$ cat src/rtl/reg_file_ser_master_if.sv
`default_nettype none
// ============================================================================
// Module   : reg_file_ser_master_if
// Brief    : Parallel request/response bus between a control-path master
//            and the serial register-file bridge.
// Revision : 1.0 - initial release
// ============================================================================
interface reg_file_ser_master_if #(
  parameter int ADDR_WIDTH = 8,
  parameter int DATA_WIDTH = 8
);
  logic                  req_valid;
  logic                  req_ready;
  logic                  req_wr;
  logic [ADDR_WIDTH-1:0] req_addr;
  logic [DATA_WIDTH-1:0] req_wdata;
  logic                  rsp_valid;
  logic                  rsp_ready;
  logic [DATA_WIDTH-1:0] rsp_rdata;
  logic                  busy;

  // Side that issues requests and consumes responses (CPU / test port).
  modport master (
    output req_valid, req_wr, req_addr, req_wdata, rsp_ready,
    input  req_ready, rsp_valid, rsp_rdata, busy
  );

  // Side that accepts requests and produces responses (the bridge).
  modport slave (
    input  req_valid, req_wr, req_addr, req_wdata, rsp_ready,
    output req_ready, rsp_valid, rsp_rdata, busy
  );
endinterface
`default_nettype wire

$ cat src/rtl/reg_file_ser_master.sv
`default_nettype none
// ============================================================================
// Module   : reg_file_ser_master
// Brief    : Serialises parallel register read/write requests into the
//            1-bit strobe/DIN/DOUT protocol of the serial register file and
//            deserialises read data into a parallel response.
// Revision : 1.0 - initial release
// ============================================================================
module reg_file_ser_master #(
  parameter int ADDR_WIDTH = 8,   // slave frame is fixed: only 8 is meaningful
  parameter int DATA_WIDTH = 8    // slave frame is fixed: only 8 is meaningful
) (
  input  wire logic               CLK,
  input  wire logic               RSTN,
  reg_file_ser_master_if.slave    bus,
  output logic                    RD_EN,
  output logic                    WR_EN,
  output logic                    DIN,
  input  wire logic               DOUT
);

  typedef enum logic [2:0] {
    IDLE = 3'd0,
    STRB = 3'd1,
    ADDR = 3'd2,
    DATA = 3'd3,
    RESP = 3'd4,
    GAP  = 3'd5
  } state_t;

  state_t                state_q,     state_d;
  logic [3:0]            cnt_q,       cnt_d;
  logic                  wr_q,        wr_d;
  logic [ADDR_WIDTH-1:0] addr_q,      addr_d;
  logic [DATA_WIDTH-1:0] wdata_q,     wdata_d;
  logic [DATA_WIDTH-1:0] shift_q,     shift_d;
  logic                  req_ready_q, req_ready_d;
  logic                  rsp_valid_q, rsp_valid_d;
  logic [DATA_WIDTH-1:0] rsp_rdata_q, rsp_rdata_d;
  logic                  busy_q,      busy_d;
  logic                  rd_en_q,     rd_en_d;
  logic                  wr_en_q,     wr_en_d;
  logic                  din_q,       din_d;

  logic [2:0]            addr_idx;
  logic [2:0]            data_idx;

  // ADDR sends bits 6..0 (bit 7 already went out in STRB); DATA sends 7..0.
  assign addr_idx = 3'd6 - cnt_q[2:0];
  assign data_idx = 3'd7 - cnt_q[2:0];

  // Next-state and registered-output computation for the frame sequencer.
  always_comb begin
    state_d     = state_q;
    cnt_d       = cnt_q;
    wr_d        = wr_q;
    addr_d      = addr_q;
    wdata_d     = wdata_q;
    shift_d     = shift_q;
    req_ready_d = req_ready_q;
    rsp_valid_d = rsp_valid_q;
    rsp_rdata_d = rsp_rdata_q;
    rd_en_d     = 1'b0;
    wr_en_d     = 1'b0;
    din_d       = 1'b0;

    case (state_q)
      IDLE: begin
        req_ready_d = 1'b1;
        // Accept only when ready was already visible to the master.
        if (bus.req_valid && req_ready_q) begin
          wr_d        = bus.req_wr;
          addr_d      = bus.req_addr;
          wdata_d     = bus.req_wdata;
          req_ready_d = 1'b0;
          wr_en_d     = bus.req_wr;
          rd_en_d     = ~bus.req_wr;
          shift_d     = '0;
          cnt_d       = 4'd0;
          state_d     = STRB;
        end
      end
      STRB: begin
        // Strobe drops; address MSB is launched alongside.
        din_d   = addr_q[7];
        cnt_d   = 4'd0;
        state_d = ADDR;
      end
      ADDR: begin
        din_d = addr_q[addr_idx];
        if (cnt_q == 4'd6) begin
          cnt_d   = 4'd0;
          state_d = DATA;
        end else begin
          cnt_d = cnt_q + 4'd1;
        end
      end
      DATA: begin
        if (cnt_q == 4'd8) begin
          // Last read bit arrives on this edge, so fold it straight in.
          rsp_valid_d = 1'b1;
          rsp_rdata_d = wr_q ? '0 : {shift_q[6:0], DOUT};
          cnt_d       = 4'd0;
          state_d     = RESP;
        end else begin
          din_d = wr_q ? wdata_q[data_idx] : 1'b0;
          // Slave read data is valid from the second DATA edge onward.
          if (cnt_q != 4'd0) begin
            shift_d = {shift_q[6:0], DOUT};
          end
          cnt_d = cnt_q + 4'd1;
        end
      end
      RESP: begin
        if (bus.rsp_ready) begin
          rsp_valid_d = 1'b0;
          state_d     = GAP;
        end
      end
      GAP: begin
        // One idle cycle lets the slave finish its write before a new strobe.
        req_ready_d = 1'b1;
        state_d     = IDLE;
      end
      default: begin
        state_d = IDLE;
        cnt_d   = 4'd0;
      end
    endcase

    busy_d = (state_d != IDLE);
  end

  // State and output registers with asynchronous active-low reset.
  always_ff @(posedge CLK or negedge RSTN) begin
    if (!RSTN) begin
      state_q     <= IDLE;
      cnt_q       <= 4'd0;
      wr_q        <= 1'b0;
      addr_q      <= '0;
      wdata_q     <= '0;
      shift_q     <= '0;
      req_ready_q <= 1'b0;
      rsp_valid_q <= 1'b0;
      rsp_rdata_q <= '0;
      busy_q      <= 1'b0;
      rd_en_q     <= 1'b0;
      wr_en_q     <= 1'b0;
      din_q       <= 1'b0;
    end else begin
      state_q     <= state_d;
      cnt_q       <= cnt_d;
      wr_q        <= wr_d;
      addr_q      <= addr_d;
      wdata_q     <= wdata_d;
      shift_q     <= shift_d;
      req_ready_q <= req_ready_d;
      rsp_valid_q <= rsp_valid_d;
      rsp_rdata_q <= rsp_rdata_d;
      busy_q      <= busy_d;
      rd_en_q     <= rd_en_d;
      wr_en_q     <= wr_en_d;
      din_q       <= din_d;
    end
  end

  assign bus.req_ready = req_ready_q;
  assign bus.rsp_valid = rsp_valid_q;
  assign bus.rsp_rdata = rsp_rdata_q;
  assign bus.busy      = busy_q;
  assign RD_EN         = rd_en_q;
  assign WR_EN         = wr_en_q;
  assign DIN           = din_q;

endmodule
`default_nettype wire
$ cat src/flat_wrapper.sv
// flat-port wrapper written by rule: the top's interface ports become plain ports
module reg_file_ser_master_flat 
#(
  parameter int ADDR_WIDTH = 8,                                                
  parameter int DATA_WIDTH = 8                                                 
)
  (CLK, RSTN, RD_EN, WR_EN, DIN, DOUT, bus_req_valid, bus_req_wr, bus_req_addr, bus_req_wdata, bus_rsp_ready, bus_req_ready, bus_rsp_valid, bus_rsp_rdata, bus_busy);
  reg_file_ser_master_if #(.ADDR_WIDTH(ADDR_WIDTH), .DATA_WIDTH(DATA_WIDTH)) bus_i ();
  input  wire logic CLK;
  input  wire logic RSTN;
  output logic RD_EN;
  output logic WR_EN;
  output logic DIN;
  input  wire logic DOUT;
  input wire logic [$bits(bus_i.req_valid)-1:0] bus_req_valid;
  input wire logic [$bits(bus_i.req_wr)-1:0] bus_req_wr;
  input wire logic [$bits(bus_i.req_addr)-1:0] bus_req_addr;
  input wire logic [$bits(bus_i.req_wdata)-1:0] bus_req_wdata;
  input wire logic [$bits(bus_i.rsp_ready)-1:0] bus_rsp_ready;
  output wire logic [$bits(bus_i.req_ready)-1:0] bus_req_ready;
  output wire logic [$bits(bus_i.rsp_valid)-1:0] bus_rsp_valid;
  output wire logic [$bits(bus_i.rsp_rdata)-1:0] bus_rsp_rdata;
  output wire logic [$bits(bus_i.busy)-1:0] bus_busy;
  assign bus_i.req_valid = bus_req_valid;
  assign bus_i.req_wr = bus_req_wr;
  assign bus_i.req_addr = bus_req_addr;
  assign bus_i.req_wdata = bus_req_wdata;
  assign bus_i.rsp_ready = bus_rsp_ready;
  assign bus_req_ready = bus_i.req_ready;
  assign bus_rsp_valid = bus_i.rsp_valid;
  assign bus_rsp_rdata = bus_i.rsp_rdata;
  assign bus_busy = bus_i.busy;
  reg_file_ser_master #(.ADDR_WIDTH(ADDR_WIDTH), .DATA_WIDTH(DATA_WIDTH)) u_core (.CLK(CLK), .RSTN(RSTN), .bus(bus_i), .RD_EN(RD_EN), .WR_EN(WR_EN), .DIN(DIN), .DOUT(DOUT));
endmodule
$ cat config.mk
export PLATFORM = sky130hd
export DESIGN_NAME = reg_file_ser_master_flat
export DESIGN_NICKNAME = d
export VERILOG_FILES = /design/src/rtl/reg_file_ser_master_if.sv /design/src/rtl/reg_file_ser_master.sv /design/src/flat_wrapper.sv
export SDC_FILE = /design/constraint.sdc
export NUM_CORES = 1
export LEC_CHECK = 0
export ABC_AREA = 1
export BUFFER_PORTS_ARGS = -buffer_cell sky130_fd_sc_hd__clkbuf_2
export CAP_MARGIN = 5
export CORE_ASPECT_RATIO = 0.7
export CORE_MARGIN = 2
export CORE_UTILIZATION = 50
export DETAILED_ROUTE_END_ITERATION = 12
export PLACE_DENSITY = 0.72
export REMOVE_ABC_BUFFERS = 1
export SYNTH_ARGS = -nofsm -noshare
export SYNTH_HDL_FRONTEND = slang
export SYNTH_SLANG_ARGS = --single-unit
$ cat constraint.sdc
create_clock -name CLK -period 5.3 [get_ports CLK]
set_clock_uncertainty 0.15 [all_clocks]
set_input_delay 0 -clock CLK [delete_from_list [all_inputs] [get_ports CLK]]
set_output_delay 0 -clock CLK [all_outputs]
set_load 0.01 [all_outputs]
==> metrics.yaml <==
run_status:
  status: "finished clean"
final_layout:
  final_cell_mix: "nand2_1 (58), dfrtp_1 (45), clkbuf_2 (35)"
  drive_gt1_share_pct: 21.34
  instances_no_fill: 366
  seq_area_um2: 1126
  fillers: 349
  syn2layout_area_growth_pct: 23.14
  post-route-util_pct: 65.73
  nNetsFinal: 338
  multi_input_area_um2: 835.8
  final_common_cell: "nand2_1"
  antenna_cells: 0
  stdcell_area_um2: 2656
power:
  p_leak_nw: 1.351
  p_switching_mw: 0.4959
  clockPowerShare_pct: 17.5
  total_power_mw: 1.194
  power.internal_mw: 0.6982
  swShare_pct: 41.53
  seqPwrFrac_pct: 42.1
  vdd_drop_max_mv: 0.2591
  p_comb_share_pct: 40.3
  power.density_nw_per_um2: 449.5
detailed_routing:
  vias: 1759
  final_antenna_net_count: 0
  vias_per_cell: 4.806
  wire_per_inst_um: 12.55
  drc: 0
  dr.first_iter.drc_count: 164
  wl_mm: 4.594
  first_pass_iters: 6
hold_path:
  min_path_type: "in -> async"
critical_path:
  cp.arrival_ns: 2.30
  startpoint: "u_core.cnt_q[0]$_DFFE_PN0P_"
  critPathMaxFanout: 14
  cpMaxStageDelayCell: "dfrtp_1"
  endpoint: "u_core.shift_q[6]$_DFFE_PN0P_"
  worstSetupEndpointType: "flip-flop"
  reg2reg_to: "u_core.shift_q[6]$_DFFE_PN0P_"
  reg2reg_depth: 10
  path_cells: "clkinv_1 > ha_1 > nand2_1 > nor2_1 > nand2_4 > nand2_2 > inv_2 > nand2_4 > nand2_1 > o21ai_2"
  critPathMaxStageDelay_ns: 0.56
  timing.rr.start: "u_core.cnt_q[0]$_DFFE_PN0P_"
  r2r_setup_slack_ns: 3.05
  start_kind: "flip-flop"
  cp_data_required_time_ns: 5.34
  timing_worst_setup_path_type: "reg -> reg"
logic_synthesis:
  synth_area_per_cell_um2: 8.426
  synth.distinct_cells: 28
  synth_warnings: 0
  ys_ff_latch: 45
  netlist_area_um2: 2157
  synthTopCellsByArea: "dfrtp_1 (52%), nand2_1 (10%), inv_1 (5.9%)"
  synth_area_leader_cell: "dfrtp_1"
  synth_top_cell_area_share_pct: 52.20
  netlist_instances: 256
  synth_seq_area_share_pct: 52.20
die:
  io_pins: 36
  die_area_um2: 4864
  core_um2: 4041
  start_util_pct: 53.37
  die-width_um: 82.51
  core.rowCount: 19
  die_height_um: 58.96
timing:
  fin_tns_setup_ns: 0
  max_slew_margin_pct: 38.69
  rsz0062_at_grt: "no"
  hold_ws_ns: 0.1404
  drv_slew: 0
  final-setup-viol-count: 0
  fmax_ghz: 0.4439
  hold_viol_final: 0
  period_share_pct: 42.50
  period_needed_ns: 2.253
  final.setup.worst_slack_ns: 3.047
  tightestPinTransition_ns: 0.9175
place:
  gp_congestion: 0.8207
  place_area_um2: 2359
  placedCellCount: 337
  place_ws_ns: 3.072
  port_buffers: 35
  dp_hpwl_mm: 3.183
clock_network:
  cts_made_buffers: 5
  ctsLongestPathBuffers: 2
  worstSkewPairLatency_ns: 0.31
  tritoncts: "built"
  root_buffer: "clkbuf_8"
  cts.clk_slew.worst_paths_ns: 0.09
  htreeDepth: 2
  clkSinkCount: 45
global_routing:
  grt_pass1_vias: 1654
  gr-total-overflow: 0
  grt_max_degree: 46
  antenna_found_initial: 0
  grtUsageTotal_pct: 22.16
  grt_pass1_wl_mm: 7.824
job:
  cap_violations: 0
kinds of logic after synthesis:
kind of cell / after synthesis / share of synthesized area [%]
AO/OA/AOI/OAI: 38 / 10.67
buffers and inverters: 46 / 9.048
adder cells (fa/ha/maj): 3 / 1.740
flip-flops: 45 / 52.20
AND/OR/NAND/NOR: 121 / 25.12
XOR/XNOR: 3 / 1.218
metal layers:
layer / global-route usage [%] / routed length, um / up-vias
met5: 0 / 0 / -
met4: 9.836 / 64 / 0
met3: 4.601 / 233 / 6
met2: 29.72 / 1875 / 48
met1: 34.41 / 2421 / 796
li1: - / - / 909
synth_stat cells, drive strengths merged:
cell     instances
a211o            1
a21oi           12
buf              6
clkbuf           1
clkinv           1
dfrtp           45
ha               3
inv             38
nand2           66
nand3           23
nor2            31
nor3             1
o2111ai          1
o211ai           1
o21ai           23
xnor2            1
xor2             2
state kept, by name, summed over array words and instances, names as in the netlist, 3 cells and up:
signal / count
u_core.addr_q: 8
u_core.bus.rsp_rdata: 8
u_core.cnt_q: 4
u_core.shift_q: 7
u_core.state_q: 3
u_core.wdata_q: 8
repair_timing:
action,CTS,global route
hold buffers,21,0
endpoints found under the hold margin,69,0
resized for setup,0,0
setup buffers,0,0
power by group through the flow:
stage	registers [mW]	clock network [mW]	logic, mW
after floorplan	0.503	0	0.340
after global placement	0.507	0	0.456
after detailed placement	0.509	0	0.468
after CTS	0.502	0.214	0.482
after global routing	0.517	0.231	0.549
final	0.503	0.209	0.482
layout make-up:
| type | instances | share of cell area, % |
|---|---|---|
| timing repair buffer | 57 | 14.79 |
| multi-input combinational | 165 | 31.46 |
| sequential | 45 | 42.39 |
| inverter | 39 | 5.605 |
| tap | 52 | 2.449 |
| clock inverter | 2 | 0.5652 |
| clock buffer | 6 | 2.732 |
worst min path at each step:
| stage | startpoint | endpoint | slack (ns) | depth (start not counted) |
|---|---|---|---|---|
| final | RSTN | u_core.wdata_q[2]$_DFFE_PN0P_ | 0.14 | 3 |
| after detailed placement | RSTN | u_core.wdata_q[2]$_DFFE_PN0P_ | -0.04 | 2 |
| after CTS | RSTN | u_core.wdata_q[2]$_DFFE_PN0P_ | 0.17 | 3 |
| after global placement | RSTN | u_core.wdata_q[2]$_DFFE_PN0P_ | -0.03 | 2 |
| after floorplan | RSTN | u_core.DIN$_DFF_PN0_ | -0.45 | 0 |
| after global routing | RSTN | u_core.wdata_q[2]$_DFFE_PN0P_ | 0.21 | 3 |
worst max-delay path: cells and delay by family, from the launching register on:
family          cells  cell delay [ns]
compound gates      1             0.05
fa+ha+maj           1             0.35
buf+inv             2             0.42
flops               1             0.56
simple gates        6             0.60
Note: power is estimated with default switching activity, not from simulation.
